--- config.mk ---
export PLATFORM = sky130hd
export DESIGN_NAME = payload_scan_ctrl
export DESIGN_NICKNAME = d
export VERILOG_FILES = /design/src/rtl/payload_scan_ctrl.sv
export SDC_FILE = /design/constraint.sdc
export NUM_CORES = 1
export LEC_CHECK = 0
export CORE_MARGIN = 2
export CORE_UTILIZATION = 25
export CTS_CLUSTER_SIZE = 20
export DETAILED_ROUTE_END_ITERATION = 12
export MAX_ROUTING_LAYER = met4
export PLACE_DENSITY_LB_ADDON = 0.3
export SLEW_MARGIN = 20
export SYNTH_ARGS = -nofsm -noshare
export SYNTH_HDL_FRONTEND = slang
export SYNTH_SLANG_ARGS = --single-unit
--- constraint.sdc ---
create_clock -name clk -period 2.24 [get_ports clk]
set_input_delay 0.336 -clock clk [delete_from_list [all_inputs] [get_ports clk]]
set_output_delay 0.336 -clock clk [all_outputs]
set_load 0.02 [all_outputs]
--- src/rtl/payload_scan_ctrl.sv ---
// payload_scan_ctrl: per-packet sequencer for the payload engine array (clear, scan, flush, report).
// Define PAYLOAD_SCAN_CTRL_STATS_EN to build the packet/match/truncation statistics counters.
module payload_scan_ctrl #(
    parameter int unsigned NUM_ENGINES  = 64,
    parameter int unsigned MAX_BYTES    = 1500,
    parameter int unsigned FLUSH_CYCLES = 2
) (
    input  logic                   clk,
    input  logic                   rst,
    input  logic [7:0]             s_tdata,
    input  logic                   s_tvalid,
    input  logic                   s_tlast,
    output logic                   s_tready,
    output logic                   eng_sod,
    output logic                   eng_en,
    output logic [7:0]             eng_char,
    output logic                   eng_char_vld,
    input  logic [NUM_ENGINES-1:0] eng_match,
    output logic [NUM_ENGINES-1:0] m_match,
    output logic [15:0]            m_len,
    output logic                   m_trunc,
    output logic                   m_valid,
    input  logic                   m_ready
`ifdef PAYLOAD_SCAN_CTRL_STATS_EN
    ,
    output logic [31:0]            stat_pkts,
    output logic [31:0]            stat_match_pkts,
    output logic [31:0]            stat_trunc_pkts
`endif
);

    typedef enum logic [2:0] {
        StIdle,
        StClear,
        StScan,
        StDrain,
        StFlush,
        StReport
    } state_e;

    localparam logic [15:0] MaxLen    = 16'(MAX_BYTES);
    localparam logic [3:0]  FlushLast = 4'(FLUSH_CYCLES);

    state_e                 state_q;
    logic [15:0]            len_q;
    logic [15:0]            len_inc;
    logic                   trunc_q;
    logic [3:0]             flush_cnt_q;
    logic                   sod_q;
    logic                   en_q;
    logic                   vld_q;
    logic [7:0]             char_q;
    logic [NUM_ENGINES-1:0] match_q;
    logic [15:0]            m_len_q;
    logic                   m_trunc_q;
    logic                   m_valid_q;

    // Ready is a pure decode of the registered state, so it never depends on s_tvalid.
    assign s_tready = (state_q == StScan) || (state_q == StDrain);
    assign len_inc  = (len_q == 16'hFFFF) ? len_q : len_q + 16'd1;

    always_ff @(posedge clk) begin
        if (rst) begin
            state_q     <= StIdle;
            len_q       <= '0;
            trunc_q     <= 1'b0;
            flush_cnt_q <= '0;
            sod_q       <= 1'b1;
            en_q        <= 1'b0;
            vld_q       <= 1'b0;
            char_q      <= '0;
            match_q     <= '0;
            m_len_q     <= '0;
            m_trunc_q   <= 1'b0;
            m_valid_q   <= 1'b0;
        end else begin
            sod_q <= 1'b0;
            en_q  <= 1'b0;
            vld_q <= 1'b0;
            unique case (state_q)
                StIdle: begin
                    if (s_tvalid) begin
                        state_q <= StClear;
                        sod_q   <= 1'b1;
                        len_q   <= '0;
                        trunc_q <= 1'b0;
                    end
                end
                StClear: begin
                    state_q <= StScan;
                end
                StScan: begin
                    if (s_tvalid) begin
                        en_q   <= 1'b1;
                        vld_q  <= 1'b1;
                        char_q <= s_tdata;
                        len_q  <= len_inc;
                        if (s_tlast) begin
                            state_q     <= StFlush;
                            flush_cnt_q <= '0;
                        end else if (len_inc == MaxLen) begin
                            // More bytes must follow, so the packet is already known to overflow.
                            state_q <= StDrain;
                            trunc_q <= 1'b1;
                        end
                    end
                end
                StDrain: begin
                    if (s_tvalid) begin
                        len_q <= len_inc;
                        if (s_tlast) begin
                            state_q     <= StFlush;
                            flush_cnt_q <= '0;
                        end
                    end
                end
                StFlush: begin
                    // One extra cycle after the last pulse lets the engines settle before sampling.
                    if (flush_cnt_q == FlushLast) begin
                        state_q <= StReport;
                    end else begin
                        en_q        <= 1'b1;
                        flush_cnt_q <= flush_cnt_q + 4'd1;
                    end
                end
                StReport: begin
                    if (!m_valid_q) begin
                        match_q   <= eng_match;
                        m_len_q   <= len_q;
                        m_trunc_q <= trunc_q;
                        m_valid_q <= 1'b1;
                    end else if (m_ready) begin
                        m_valid_q <= 1'b0;
                        state_q   <= StIdle;
                    end
                end
                default: begin
                    state_q <= StIdle;
                end
            endcase
        end
    end

    assign eng_sod      = sod_q;
    assign eng_en       = en_q;
    assign eng_char     = char_q;
    assign eng_char_vld = vld_q;
    assign m_match      = match_q;
    assign m_len        = m_len_q;
    assign m_trunc      = m_trunc_q;
    assign m_valid      = m_valid_q;

`ifdef PAYLOAD_SCAN_CTRL_STATS_EN
    logic [31:0] stat_pkts_q;
    logic [31:0] stat_match_q;
    logic [31:0] stat_trunc_q;
    logic        res_hs;

    assign res_hs = m_valid_q && m_ready;

    always_ff @(posedge clk) begin
        if (rst) begin
            stat_pkts_q  <= '0;
            stat_match_q <= '0;
            stat_trunc_q <= '0;
        end else if (res_hs) begin
            stat_pkts_q <= stat_pkts_q + 32'd1;
            if (|match_q) begin
                stat_match_q <= stat_match_q + 32'd1;
            end
            if (m_trunc_q) begin
                stat_trunc_q <= stat_trunc_q + 32'd1;
            end
        end
    end

    assign stat_pkts       = stat_pkts_q;
    assign stat_match_pkts = stat_match_q;
    assign stat_trunc_pkts = stat_trunc_q;
`endif

endmodule

==> After elaboration in Yosys (flattened, before gate mapping) <==
Index checks and enable logic that the tools add are counted.
{ "word_totals": {"register_bits": 117, "input_bits": 77, "out_inout_bits": 94, "elab_cells": 79} }
{ "op_classes": {"add_sub_neg": 2, "n_eq_ne": 21, "n_mux": 29, "n_bitwise": 2, "n_reduce_logical": 13} }
{ "ops": {"columns": ["op", "count"], "rows": [
  ["$mux 16", 3],
  ["$pmux 16 s2", 1],
  ["$mux 3", 9],
  ["$ne 2x2->1 const B", 9],
  ["$pmux 3 s6", 1],
  ["$add 16x1->16 const B", 1],
  ["$eq 16x11->1 const B", 1],
  ["$eq 16x16->1 const B", 1],
  ["$mux 4", 3],
  ["$mux 1", 9],
  ["$pmux 4 s2", 1],
  ["$reduce_and 8->1", 1],
  ["$eq 3x2->1 const B", 2],
  ["$eq 3x3->1 const B", 2],
  ["$ne 2x1->1 const B", 3],
  ["$reduce_bool 2->1", 3],
  ["$reduce_and 5->1", 1],
  ["$add 4x1->4 const B", 1],
  ["$eq 4x2->1 const B", 1],
  ["$pmux 1 s2", 2],
  ["$reduce_and 2->1", 2],
  ["$reduce_and 4->1", 1],
  ["$reduce_or 2->1", 2],
  ["$eq 3x1->1 const B", 1],
  ["5 further kinds", 6]
]} }

==> Depth between registers and ports, before layout <==
Gate-level depths: netlist of the first run.
{ "depth": {"depth_word": 7, "ltp_mapped": 8, "depth_no_buf": 7} }

==> Least setup slack after synthesis of the first run <==
Ideal clock, no wire load.
{ "synth_path": {"path_kind": "register to register", "from": "reg len_q[1]", "to": "reg trunc_q", "setup_time_ns": 0.087, "t_arrival_ns": 2.002, "required_ns": 2.153, "slack_ns": 0.151, "stages_incl_launch_ff": 9, "synth_period_minus_slack_ns": 2.089, "path_cell_list": "dfxtp_1 ha_1 buf_6 nand4_2 or4_4 buf_6 a21oi_4 o221ai_2 o31ai_1"} }
{ "synth_via": {"elab_chain_len": 5, "word_cells_on_any_way": 6, "classes_between": "add/sub (1); eq/ne (3); mux (1); reduce/logical (1)"} }
{ "synth_lines": {"columns": ["element", "line", "text"], "rows": [
  ["from (decl)", "45", "logic [15:0] len_q;"],
  ["from (signal assigned)", "97", "len_q <= len_inc;"],
  ["from (signal assigned)", "110", "len_q <= len_inc;"],
  ["$add 16x1->16 or $eq 16x16->1 (tied branches)", "60", "assign len_inc = (len_q == 16'hFFFF) ? len_q : len_q + 16'd1;"],
  ["$mux 16 *", "60", null],
  ["$eq 16x11->1 *", "101", "end else if (len_inc == MaxLen) begin"],
  ["$ne 2x1->1 (no source line) *", null, null],
  ["$reduce_and 5->1 (no source line) *", null, null],
  ["to (signal assigned)", "66", "trunc_q <= 1'b0;"],
  ["to (signal assigned)", "86", "trunc_q <= 1'b0;"],
  ["to (signal assigned)", "104", "trunc_q <= 1'b1;"],
  ["to (decl)", "47", "logic trunc_q;"]
]} }
Mark *: on every way between the ends. The rest lies on a longest branch, timed or not.
A chain may end at the register's enable or synchronous reset.

==> Worst setup path in the final report of the first run <==
{ "layout_path": {"from": "reg len_q[8]", "to": "reg trunc_q"} }
Same word-level chain as after synthesis.

==> results of run 1 <==
layout by cell type (no fill, tap or decap), types with 4 or more instances in the layout:
cell and count:
a21oi_1 109, a311oi_1 5, a31oi_1 8, buf_4 26
bufinv_16 4, clkbuf_16 17, clkdlybuf4s50_1 169, dfxtp_1 117
inv_1 4, nand2_1 194, nand3_1 10, nor2_1 20
nor3_1 9, o21ai_0 12
critical path: stages, from the launching register on:
cell      delay, ns
dfxtp_1        0.48
nand4_4        0.20
or4_4          0.68
a31oi_1        0.24
o221ai_2       0.15
o31ai_1        0.26
layout make-up:
class / count / area share [%]
clock buffer: 19 / 6.09
clock inverter: 12 / 2.39
inverter: 4 / 0.202
multi-input combinational: 436 / 29.7
sequential: 117 / 31.5
tap: 234 / 3.94
timing repair buffer: 198 / 26.2
worst max-delay path by stage:
stage                                        from              endpoint  slack [ns]
after global routing        len_q[0]$_SDFFE_PP0P_  trunc_q$_SDFFE_PP0P_      0.0003
after CTS                 state_q[2]$_SDFFE_PP0P_              s_tready        0.02
after floorplan             len_q[1]$_SDFFE_PP0P_  trunc_q$_SDFFE_PP0P_        0.15
final                       len_q[8]$_SDFFE_PP0P_  trunc_q$_SDFFE_PP0P_        0.13
after detailed placement    len_q[8]$_SDFFE_PP0P_  trunc_q$_SDFFE_PP0P_        0.16
after global placement      len_q[8]$_SDFFE_PP0P_  trunc_q$_SDFFE_PP0P_        0.19
power breakdown:
| group | internal [mW] | total (mW) | switching, mW |
|---|---|---|---|
| combinational | 0.219 | 0.417 | 0.197 |
| sequential | 2.11 | 2.13 | 0.0209 |
| clock | 1.91 | 2.88 | 0.967 |
state kept, by name, summed over array words and instances, names as in the netlist:
| register | count |
|---|---|
| flush_cnt_q | 4 |
| state_q | 3 |
| trunc_q | 1 |
| eng_char | 8 |
| eng_sod | 1 |
| m_len | 16 |
| m_match | 64 |
| eng_en | 1 |
| eng_char_vld | 1 |
| m_valid | 1 |
| m_trunc | 1 |
| len_q | 16 |
cells in the mapped netlist, drive strengths merged (3+ instances only):
master	number
buf	14
or4	3
xnor2	3
or2	3
and3	3
nand2	194
a31oi	8
nor3	9
nand3	10
a211oi	3
a21oi	110
nor2	21
nand4b	3
dfxtp	117
nand4	5
clkbuf	35
nor4	3
ha	3
nor3b	3
o31ai	3
inv	4
a311oi	5
o21ai	13
nor2b	3
metal layers:
metal  track usage, %  up-vias
met5                -        -
met4             6.32        0
met3             3.67       18
met2             21.7      143
li1                 -     2400
met1             18.5     2151
kinds of logic after synthesis:
| kind of cell | synth area share, % |
|---|---|
| DFF | 49.1 |
| xor gates and xnor gates | 0.918 |
| adders and majority gates | 0.787 |
| muxes | 0.210 |
| and+or+nand+nor | 25.1 |
| buffers and inverters | 4.90 |
| AOI/OAI and AO/OA | 19.0 |
metrics by stage:
step	hold slack (ns)	cells
after CTS	0.312	1020
after global routing	0.340	1020
after floorplan	0.425	606
after global placement	0.441	989
after detailed placement	0.445	989
final	0.324	1020
repair_timing:
| action | in CTS | in global routing |
|---|---|---|
| setup buffers | 0 | 0 |
| resized for setup | 0 | 1 |
| setup endpoints to repair | 0 | 1 |
==> summary.md, run 1 <==
| Metric | Value |
|---|---|
| WL met2 | about 6300 µm |
| Full die area | 20200 µm² |
| Avg Cell Area, Syn | a little under 8 µm² |
| Post-Syn Instances | 606 |
| DIE HEIGHT | 142 µm |
| Largest net degree at the start of global routing | 82 |
| Root buf cell | clkbuf_16 |
| Relative slew slack | 48.9% |
| Max Clk Rate | approximately 470 MHz |
| Multi-input gate area | between 2000 and 2500 µm² |
| Leakage power | 2.50 nW |
| # rows | 50 |
| Top FF cell, synth | dfxtp_1 |
| Hold Vio Cnt, Final | 0 |
| Worst IR drop on VDD | 0.000501 V |
| Initial core utilization | approximately a quarter |
| Placement Cell Area | just under 7000 µm² |
| First-pass GRT wire length | 22300 µm |
| Min cycle time layout | about 2.1 ns |
| CP Data Arrival Time | 2.42 ns |
| Fin worst setup slack | 0.131 ns |
| Fin. max-slew vios | 0 |
| Synth Warn # | 0 |
| CTS Buf Count | 17 |
| Register area share after synthesis | 49.1% |
| Post-DR wirelength/cell | 14.0 µm |
| Setup crit end kind | flip-flop |
| DP HPWL | 9550 µm |
| I/O pins | approximately 170 |
| CORE AREA | 18700 µm² |
| Actual slew at the worst max-slew pin | 0.762 ns |
| CTS tree | built |
| Fraction of final layout cells sized beyond drive strength 1 | about a tenth |
| Yosys cell types | 53 |
| Startpoint Class | flip-flop |
| Vias in the first global route | approximately 4400 |
| Routed Antenna Nets | 0 |
| Routed length on met1 | 6950 µm |
| Sink Count | ~120 |
| Net count, final | 854 |
| Iteration-0 DRC count of the detailed router | between 200 and 250 |
| Gr ovfl total | 0 |
| Post-cts hold buffer count | 0 |
| Gpl congestion | ~0.84 |
| Power, Total | 5.43 mW |
| Syn Std Cell Area | 4770 µm² |
| Post-synth EDFFs | 0 |
| Post-Route WL | 14300 µm |
| GR Util All Layers | 14.5% |
| Die width | around 140 µm |
| Hold endpoint | eng_char_vld$_SDFF_PP0_ |
| Reg area | 2340 µm² |
| Final worst-path cycle share | 94.1% |
| Post-synth top area share | 49.1% |
| Hold path start | rst |
| Final setup vio count | 0 |
| Initial antenna violation count | 0 |
| Worst Setup Path Type | reg2reg |
| Via count | 4712 |
| Hold path cells | 2 |
| Max-capacitance violation count | 0 |
| Reg clk slew, reported paths | 0.05 ns |
| Drc violations | 0 |
| FILL cells | 1932 |
| Setup TNS | 0 ns |
| Worst hold path class | in2reg |
| Critical R2R Launch | len_q[8]$_SDFFE_PP0P_ |
| IO buf count | 170 |
| Worst-path fanout max | 13 |
| Deepest clock path buffer count | 2 |
| Leading area contributor after synthesis | dfxtp_1 |
| First-pass iteration count of the detailed router | 6 |
| Post-synth net total | between 600 and 700 |
| Outcome | finished, final reports clean |
| Post-layout util | about two fifths |
| Area delta synth->final | 55.8% |
| Reg2reg setup slack | 0.13 ns |
| Metal3 WL | 716 µm |
| Cell area after layout | ~7400 µm² |
| Unrepaired setup endpoints after global routing | false |
| Top cells by area, synth | dfxtp_1, nand2_1, a21oi_1 |
| Vias/cell | 4.62 |
| Critical Path RT | 2.55 ns |
| CTS H-tree depth | 4 |
| DR top layer | met4 |
| Insertion delay to the later sink of the worst-skew pair | 0.41 ns |
| Power density over cell area | 730 nW/µm² |
| Flops & latches, synth | 117 |
| Dpl ws | approximately 0.16 ns |
| Fin Clk Skew | 0.00946 ns |
| Cells on worst reg2reg path | 5 |
| Async SR Flop Fraction | 0% |
| RR Endpoint | trunc_q$_SDFFE_PP0P_ |
| # diodes | 0 |
No activity file was read; power rests on OpenSTA's default activity.
==> inputs of run 2 (changes only) <==
--- a/config.mk
+++ b/config.mk
@@ -9,9 +9,9 @@
 export CORE_UTILIZATION = 25
 export CTS_CLUSTER_SIZE = 20
 export DETAILED_ROUTE_END_ITERATION = 12
+export DONT_BUFFER_PORTS = 1
 export MAX_ROUTING_LAYER = met4
 export PLACE_DENSITY_LB_ADDON = 0.3
-export SLEW_MARGIN = 20
 export SYNTH_ARGS = -nofsm -noshare
 export SYNTH_HDL_FRONTEND = slang
 export SYNTH_SLANG_ARGS = --single-unit
==> summary.md, run 2 (same netlist as run 1, synthesis figures left out) <==
| Metric | Value |
|---|---|
| Outcome | finished, final reports clean (unchanged) |
| Placement Cell Area | 5060 µm² (was 6800 µm²) |
| Reg clk slew, reported paths | 0.06 ns (was 0.05 ns) |
| Final setup vio count | 0 (unchanged) |
| Final worst-path cycle share | 93.0% (was 94.1%) |
| CORE AREA | 18700 µm² (unchanged) |
| Die width | 142 µm (unchanged) |
| CTS Buf Count | 17 (unchanged) |
| Cell area after layout | 5680 µm² (was 7430 µm²) |
| I/O pins | 171 (unchanged) |
| Fraction of final layout cells sized beyond drive strength 1 | 12.0% (was 9.54%) |
| Critical path cell sequence | nand4_2 > or4_4 > a31oi_1 > o221ai_2 > o31ai_1 (was nand4_4 > or4_4 > a31oi_1 > o221ai_2 > o31ai_1) |
| CTS H-tree depth | 4 (unchanged) |
| Via count | 4119 (was 4712) |
| Critical Path RT | 2.57 ns (was 2.55 ns) |
| DP HPWL | 8620 µm (was 9550 µm) |
| Setup TNS | 0 ns (unchanged) |
| Max FFs per register | 64 (unchanged) |
| Drc violations | 0 (unchanged) |
| Routed Antenna Nets | 0 (unchanged) |
| CTS tree | built (unchanged) |
| Power density over cell area | 869 nW/µm² (was 730 nW/µm²) |
| Actual slew at the worst max-slew pin | 0.991 ns (was 0.762 ns) |
| Unrepaired setup endpoints after global routing | false (unchanged) |
| Post-CTS setup buffers | 0 (unchanged) |
| Largest net degree at the start of global routing | 48 (was 82) |
| Deepest clock path buffer count | 2 (unchanged) |
| Gr ovfl total | 0 (unchanged) |
| Vias in the first global route | 3906 (was 4383) |
| First-pass iteration count of the detailed router | 4 (was 6) |
| Worst-path fanout max | 13 (unchanged) |
| Worst Setup Path Type | reg2reg (unchanged) |
| Root buf cell | clkbuf_16 (unchanged) |
| Buffers & Inverters on Critical Path | 0 (unchanged) |
| Delay of the slowest critical-path stage | 0.67 ns (was 0.68 ns) |
| Setup crit end kind | flip-flop (unchanged) |
| Fin Clk Skew | 0.00680 ns (was 0.00946 ns) |
| Vias/cell | 4.83 (was 4.62) |
| IO buf count | 0 (was 170) |
| Relative slew slack | 33.7% (was 48.9%) |
| Min cycle time layout | 2.08 ns (was 2.11 ns) |
| Iteration-0 DRC count of the detailed router | 184 (was 217) |
| Full die area | 20200 µm² (unchanged) |
| # diodes | 0 (unchanged) |
| Startpoint Class | flip-flop (unchanged) |
| FILL cells | 2007 (was 1932) |
| Initial antenna violation count | 0 (unchanged) |
| Hold Vio Cnt, Final | 0 (unchanged) |
| Sink Count | 117 (unchanged) |
| Commonest non-fill, non-tap cell in the layout | nand2_1 (unchanged) |
| Post-Route WL | 13300 µm (was 14300 µm) |
| Max Clk Rate | 480 MHz (was 474 MHz) |
| # rows | 50 (unchanged) |
| CP Data Arrival Time | 2.41 ns (was 2.42 ns) |
| Worst hold path class | in2reg (unchanged) |
| Max-capacitance violation count | 0 (unchanged) |
| Fin. max-slew vios | 0 (unchanged) |
| GR Util All Layers | 13.5% (was 14.5%) |
| Area delta synth->final | 19.0% (was 55.8%) |
| Net count, final | 686 (was 854) |
| Crit path max-delay family | simple AND/OR/NAND/NOR gates (unchanged) |
| Post-DR wirelength/cell | 15.6 µm (was 14.0 µm) |
| DIE HEIGHT | 142 µm (unchanged) |
| Commonest non-fill, non-tap cells in the layout | nand2_1, dfxtp_1, a21oi_1, buf_4, nor2_1 (was nand2_1, clkdlybuf4s50_1, dfxtp_1, a21oi_1, buf_4) |
| First-pass GRT wire length | 20700 µm (was 22300 µm) |
| Leakage power | 1.85 nW (was 2.50 nW) |
| Gpl congestion | 0.864 (was 0.845) |
| Worst IR drop on VDD | 0.000489 V (was 0.000501 V) |
| Insertion delay to the later sink of the worst-skew pair | 0.41 ns (about the same) |
| Initial core utilization | 25.5% (unchanged) |
| CP max-delay cell | or4_4 (unchanged) |
## run 2: final cells by class
type | instances | area, µm² | share of cell area, %
Inverter | 4 | 15.0 | 0.264
Multi-Input combinational cell | 436 | 2200 | 38.8
Tap cell | 234 | 293 | 5.16
Clock buffer | 17 | 425 | 7.49
Sequential cell | 117 | 2340 | 41.3
Timing Repair Buffer | 30 | 268 | 4.72
Clock inverter | 15 | 130 | 2.29
## run 2: routing by layer
| layer | global-route usage (%) | share of wire, % | vias up |
|---|---|---|---|
| li1 | - | - | 2065 |
| met1 | 16.6 | 45 | 1875 |
| met2 | 19.5 | 44 | 159 |
| met3 | 5.18 | 9.1 | 20 |
| met4 | 6.21 | 2.1 | 0 |
| met5 | - | 0 | - |
## run 2: what timing repair did
item / CTS / global route
hold buffers: 4 / 0
resized for setup: 0 / 0
endpoints found under the hold margin: 47 / 0
## run 2: final timing paths
kind	startpoint	to	slack, ns	cells past startpoint
setup / recovery	len_q[11]$_SDFFE_PP0P_	state_q[0]$_SDFFE_PP0P_	0.16	5
hold / removal	eng_match[16]	m_match[16]$_SDFFE_PP0P_	0.05	2
hold reg to reg	trunc_q$_SDFFE_PP0P_	trunc_q$_SDFFE_PP0P_	0.49	2
setup reg to reg	len_q[11]$_SDFFE_PP0P_	state_q[0]$_SDFFE_PP0P_	0.16	5
## run 2: through the flow
stage | cells | util (%) | hold WS, ns | power, mW | setup slack, ns
after floorplan | 606 | - | 0.425 | 2.35 | 0.151
after global placement | 817 | 27.1 | 0.415 | 2.38 | 0.208
after CTS | 853 | 30.3 | 0.0300 | 5.02 | 0.170
after detailed placement | 817 | 27.1 | 0.417 | 2.38 | 0.192
after global routing | 853 | 30.3 | 0.0304 | 5.15 | 0.00668
final | 853 | 30.3 | 0.0507 | 4.94 | 0.156
## run 2: power breakdown
part	switching [mW]	internal [mW]	total, mW
Combinational	0.139	0.0735	0.212
Clock	1.03	1.53	2.56
Sequential	0.0521	2.11	2.16
Total	1.22	3.71	4.94
==> RTL edit 1 (config.mk and constraints of run 2) <==
The parameter `NUM_ENGINES` goes from 64 to 96.
--- a/src/rtl/payload_scan_ctrl.sv
+++ b/src/rtl/payload_scan_ctrl.sv
@@ -2,5 +2,5 @@
 // Define PAYLOAD_SCAN_CTRL_STATS_EN to build the packet/match/truncation statistics counters.
 module payload_scan_ctrl #(
-    parameter int unsigned NUM_ENGINES  = 64,
+    parameter int unsigned NUM_ENGINES  = 96,
     parameter int unsigned MAX_BYTES    = 1500,
     parameter int unsigned FLUSH_CYCLES = 2
Interface: changed (resized eng_match and m_match); port bits go from 171 to 235. No check against the original RTL was run, so the function may have changed too.
==> RTL edit 1 against run 2 <==
Clock skew up 1.9 ps. Die area increased by 22%. Setup slack got worse by 40 ps. Total power increased by 19%. Sequential cell count up 32. Design area increased by 28%. Combinational power is 6% higher. Critical endpoint is now trunc_q$_SDFFE_PP0P_. Area after synthesis rose by 23%. Wire length grew 37%.
==> RTL edit 1: results (changes against run 2) <==
FIRST_ITER_VIOLATIONS=463  # +150%
STATUS='finished, final reports clean'
TRACK_USAGE_PCT=14.5  # +1.0 points
FINALCLOCKSKEW_PS=8.67  # +1.87 ps
SOURCE_TO_SINK_CLOCK_DELAY_AT_THE_LATER_PIN_OF_THE_WORST_SKEW_PAIR_PS=420
CLOCK-ROOT-BUFFER='sky130_fd_sc_hd__clkbuf_16'
GPL.FINAL_WEIGHTED_CONGESTION=0.829  # -4.1%
STATIC-LEAKAGE-POWER_nW=2.46  # +33%
VDD_IR_MAX_mV=0.360  # -26%
LARGEST_REGISTER_FF_COUNT=96  # +50%
PLACE.DETAILED.HPWL_UM=11900  # +38%
NUMPORTBUFFERS=0  # unchanged
CRITPATHARRIVALTIME_PS=2450  # +40 ps
SYNTH_FA_HA_AREA_SHARE_PCT=0.642  # -0.14 points
CRITICAL_PATH_PEAK_FANOUT=9  # -4
COMPOUND_GATE_PORTION_OF_THE_SYNTHESIZED_AREA_PCT=18.3  # -0.72 points
GRT_FIRST_PASS_WIRELENGTH_UM=26800  # +29%
AVGVIACOUNTPERCELL=4.74  # -1.8%
SYNTHESIS.NETS=857  # +25%
COUNT_OF_FILL_CELLS_ADDED_DURING_FILLER_INSERTION=2462  # +23%
SETUP.REG_TO_REG.WORST_SLACK_PS=120  # -40 ps
CLOCK_PATH_BUFFERS=2  # unchanged
FIRST_GLOBAL_VIAS=4795  # +23%
SYNTH.TOP_CELLS.BY_AREA='sky130_fd_sc_hd__dfxtp_1, sky130_fd_sc_hd__nand2_1, sky130_fd_sc_hd__a21oi_1'
SYNTH_COMMONEST_CELLS='sky130_fd_sc_hd__nand2_1, sky130_fd_sc_hd__dfxtp_1, sky130_fd_sc_hd__a21oi_1, sky130_fd_sc_hd__clkbuf_1, sky130_fd_sc_hd__nor2_1'
SETUP.WORST_PATH.END='trunc_q$_SDFFE_PP0P_'
TIMING.CRITICAL_PATH.MAX_DELAY_FAMILY='simple AND/OR/NAND/NOR gates'
YOSYS.AREA_SHARE.XOR_XNOR_PCT=0.749  # -0.17 points
SYNTH-SEQ-AREA-SHARE_PCT=51.0  # +1.9 points
MAX_SLEW_HEADROOM_PCT=67.4  # +34 points
PROPORTION_OF_LAYOUT_CELLS_WITH_A_DRIVE_SUFFIX_ABOVE_1_PCT=9.17  # -2.8 points
POST_SYNTH_MUX_AREA_SHARE_PCT=0.171  # -0.039 points
CTS_MAX_LEVEL=4  # unchanged
PIN_COUNT_OF_THE_BIGGEST_NET_ENTERING_GLOBAL_ROUTING=102  # +110%
NUMBER_OF_ANTENNA_VIOLATIONS_AT_THE_FIRST_CHECK_IN_GLOBAL_ROUTING=1  # +1
ROUTED_WL_UM=18300  # +37%
FINISH.NET_COUNT=885  # +29%
YS_TYPES=52  # -1.9%
STAGE_DELAY_OF_THE_SLOWEST_CELL_ON_THE_CRITICAL_PATH_PS=620  # -50 ps
STARTPOINT_TYPE_OF_THE_WORST_SETUP_PATH='flop'
==> RTL edit 1: changes by cell type in the layout (fill, tap and decap cells not counted), moves of 5 or more <==
cell	delta
sky130_fd_sc_hd__clkinv_2	-5
sky130_fd_sc_hd__dfxtp_1	+30
sky130_fd_sc_hd__nand2_1	+64
sky130_fd_sc_hd__a21oi_1	+33
sky130_fd_sc_hd__dlygate4sd3_1	+38
==> RTL edit 1: cell type report <==
type | count | area, sq um | share of cell area, %
inverters | 4 | 15.0 | 0.207
multi-input cells | 533 | 2610 | 35.8
clock buffers | 19 | 443 | 6.09
well taps | 313 | 392 | 5.39
diodes | 1 | 2.50 | 0.0344
clock inverters | 12 | 146 | 2.01
flip-flops and latches | 149 | 2990 | 41.1
repair buffers | 68 | 681 | 9.36
==> RTL edit 1: power by group <==
part	total, W	internal, W	switching, W
logic	0.000225	0.0000794	0.000145
registers	0.00274	0.00268	0.0000619
clock network	0.00291	0.00169	0.00122
total	0.00588	0.00445	0.00143
==> RTL edit 1: per-layer routing <==
metal	part of all wire (%)	global-route usage [%]	vias to the layer above
met5	0	-	-
met4	2.5	5.50	0
met2	48	23.7	213
li1	-	-	2564
met3	9.1	5.04	31
met1	41	16.4	2402
==> RTL edit 1: stage by stage <==
stage               hold WS [ps]  area, sq um  instances  setup WS, ps
floorplan                    425         5850        745           131
global placement             416         6250       1026           262
detailed placement           416         6250       1026           193
CTS                         23.0         7260       1098          94.7
global route                14.8         7270       1099          4.34
finish                      43.7         7270       1099           116
==> RTL edit 1: worst min path at each step <==
stage / start / end / slack, ps / depth (start not counted)
3_5_place_dp: rst / m_match[79]$_SDFFE_PP0P_ / 420 / 1
2_1_floorplan: trunc_q$_SDFFE_PP0P_ / trunc_q$_SDFFE_PP0P_ / 420 / 2
6_report: eng_match[26] / m_match[26]$_SDFFE_PP0P_ / 40 / 2
4_1_cts: eng_match[94] / m_match[94]$_SDFFE_PP0P_ / 20 / 2
5_1_grt: eng_match[94] / m_match[94]$_SDFFE_PP0P_ / 10 / 2
3_3_place_gp: rst / m_match[72]$_SDFFE_PP0P_ / 420 / 1
==> RTL edit 1: timing repair <==
item                       4_1_cts  5_1_grt
hold buffers                    41        0
setup endpoints to repair        0        6
gates resized for setup          0        2
hold endpoints to repair       140        0
==> RTL edit 1: logic make-up (layout without fill, tap and decap cells) <==
| logic type | Yosys count | count (layout) |
|---|---|---|
| AND/OR/NAND/NOR | 333 | 333 |
| buffers and inverters | 63 | 103 |
| adder cells (fa/ha/maj) | 3 | 3 |
| AO/OA/AOI/OAI | 191 | 191 |
| other | 0 | 1 |
| XOR/XNOR | 5 | 5 |
| multiplexers | 1 | 1 |
| flip-flops | 149 | 149 |
==> RTL edit 2 (flow settings as in run 2) <==
Without the edit above. Encoding of `state_e`: now one-hot (6 bits for 6 states).
--- a/src/rtl/payload_scan_ctrl.sv
+++ b/src/rtl/payload_scan_ctrl.sv
@@ -30,11 +30,11 @@
 );
 
-    typedef enum logic [2:0] {
-        StIdle,
-        StClear,
-        StScan,
-        StDrain,
-        StFlush,
-        StReport
+    typedef enum logic [5:0] {
+        StIdle   = 6'b000001,
+        StClear  = 6'b000010,
+        StScan   = 6'b000100,
+        StDrain  = 6'b001000,
+        StFlush  = 6'b010000,
+        StReport = 6'b100000
     } state_e;
 
Check against the original RTL: same outputs for any inputs over 4 cycles, from zero or initial values and one cycle with rst high; so few cycles prove little.
==> RTL edit 2 against run 2 <==
The run now ends with negative setup slack left. Total power grew 3.7%. Non-clock buffer count grew 14. Design area grew 11%. Area after synthesis grew 5.2%. Setup slack lost 170 ps. Sequential cell count grew 3. Wire length grew 10%. Hold slack gained 3.3 ps. Count of clock-buffer cells in the layout is the same. Largest cell class is now multi-input gates. Highest routed layer unchanged.
==> RTL edit 2: results (changes against run 2) <==
GRT_FIRST_PASS_WIRELENGTH_UM=23000  # +11%
SYNTH-SEQ-AREA-SHARE_PCT=47.9  # -1.2 points
MET3_USAGE_PCT=4.58  # -0.60 points
WORST-SLEW-PIN-TRANSITION_PS=658  # -333 ps
NUM_VIAS=4454  # +8.1%
DP_WORST_SETUP_SLACK_PS=-84.8  # -277 ps
ROUTED_WIRE_LENGTH_PER_INSTANCE_UM=15.7  # +0.37%
SYNTHESIS.NETS=726  # +5.8%
PROPORTION_OF_LAYOUT_CELLS_WITH_A_DRIVE_SUFFIX_ABOVE_1_PCT=15.9  # +3.9 points
FIRST_GLOBAL_VIAS=4235  # +8.4%
AVGVIACOUNTPERCELL=4.75  # -1.7%
MET2_ROUTING_RESOURCE_USAGE_AFTER_GLOBAL_ROUTING_PCT=21.6  # +2.1 points
PLACE.DETAILED.HPWL_UM=9430  # +9.4%
POSTSYNTHCELLCOUNT=646  # +6.6%
GRT.MET1_USAGE_PCT=17.7  # +1.1 points
WIRE_LENGTH_ON_MET2_UM=6810  # +17%
VDD_IR_MAX_mV=0.456  # -6.8%
YS_TYPES=54  # +1.9%
STATUS='complete, but fails checks'
FAILED_CHECKS='negative setup slack'
CRITPATHARRIVALTIME_PS=2570  # +160 ps
CRITICAL_PATH_PEAK_FANOUT=5  # -8
FINAL_SETUP_VIOLATION_COUNT=2  # +2
POSTLAYOUTSETUPSLACKWORST_PS=-9.82  # -166 ps
FIRST_ITER_VIOLATIONS=294  # +60%
MET1_LENGTH_UM=6730  # +12%
FINISH.NET_COUNT=740  # +7.9%
## RTL edit 2: cell types whose count changed in the layout (fill, tap and decap cells not counted), moves of 4 or more
cell                             run 2  this run
sky130_fd_sc_hd__a31oi_1             8         4
sky130_fd_sc_hd__dfxtp_2             0         5
sky130_fd_sc_hd__inv_1               4         8
sky130_fd_sc_hd__dfxtp_1           117       113
sky130_fd_sc_hd__nand4_1             2         7
sky130_fd_sc_hd__buf_4              25        36
sky130_fd_sc_hd__nand2_1           194       207
## RTL edit 2: stage by stage
stage	setup TNS [ps]	cell area (sq um)
2_1_floorplan	-51.2	5050
3_3_place_gp	-123	5530
3_5_place_dp	-245	5530
4_1_cts	0	6200
5_1_grt	-236	6280
6_report	-18.5	6280
## RTL edit 2: repair_timing
action / CTS / global route
setup buffers: 0 / 2
setup endpoints to repair: 3 / 14
gates resized for setup: 6 / 12
pin swaps: 2 / 3
hold endpoints to repair: 52 / 0
hold buffers: 3 / 0
## RTL edit 2: critical path: stages, from the launching register on
cell and delay (ps):
sky130_fd_sc_hd__dfxtp_4 350, sky130_fd_sc_hd__ha_4 160, sky130_fd_sc_hd__buf_6 120, sky130_fd_sc_hd__and3_4 170, sky130_fd_sc_hd__and3_4 170, sky130_fd_sc_hd__o41ai_4 340, sky130_fd_sc_hd__nand2_1 90, sky130_fd_sc_hd__or4_4 550
sky130_fd_sc_hd__o31ai_2 210
## RTL edit 2: final timing paths
check                                           start                       to  slack (ps)  cells past startpoint
worst max-delay path            len_q[1]$_SDFFE_PP0P_     trunc_q$_SDFFE_PP0P_         -10                      8
worst min-delay path                     eng_match[0]  m_match[0]$_SDFFE_PP0P_          50                      2
worst max register to register  len_q[1]$_SDFFE_PP0P_     trunc_q$_SDFFE_PP0P_         -10                      8
worst min register to register   trunc_q$_SDFFE_PP0P_     m_trunc$_SDFFE_PP0P_         480                      2
## RTL edit 2: kinds of logic after synthesis
family,synth area share [%]
DFF,47.9
muxes,0.623
and+or+nand+nor,27.0
buffers and inverters,4.81
xor gates and xnor gates,1.57
AOI/OAI and AO/OA,17.4
adders and majority gates,0.748
## RTL edit 2: power by group through the flow
stage / Sequential, W / Clock (W) / Combinational (W)
after floorplan: 0.00221 / 0 / 0.000175
after global placement: 0.00223 / 0 / 0.000210
after detailed placement: 0.00223 / 0 / 0.000210
after CTS: 0.00219 / 0.00276 / 0.000262
after global routing: 0.00219 / 0.00284 / 0.000296
final: 0.00219 / 0.00266 / 0.000267
## RTL edit 2: final cells by class
class | count | area share, %
Clock buffer | 17 | 6.78
Clock inverter | 15 | 2.47
Tap cell | 265 | 5.28
Timing Repair Buffer | 44 | 6.80
Inverter | 8 | 0.478
Multi-Input combinational cell | 469 | 39.7
Sequential cell | 120 | 38.5
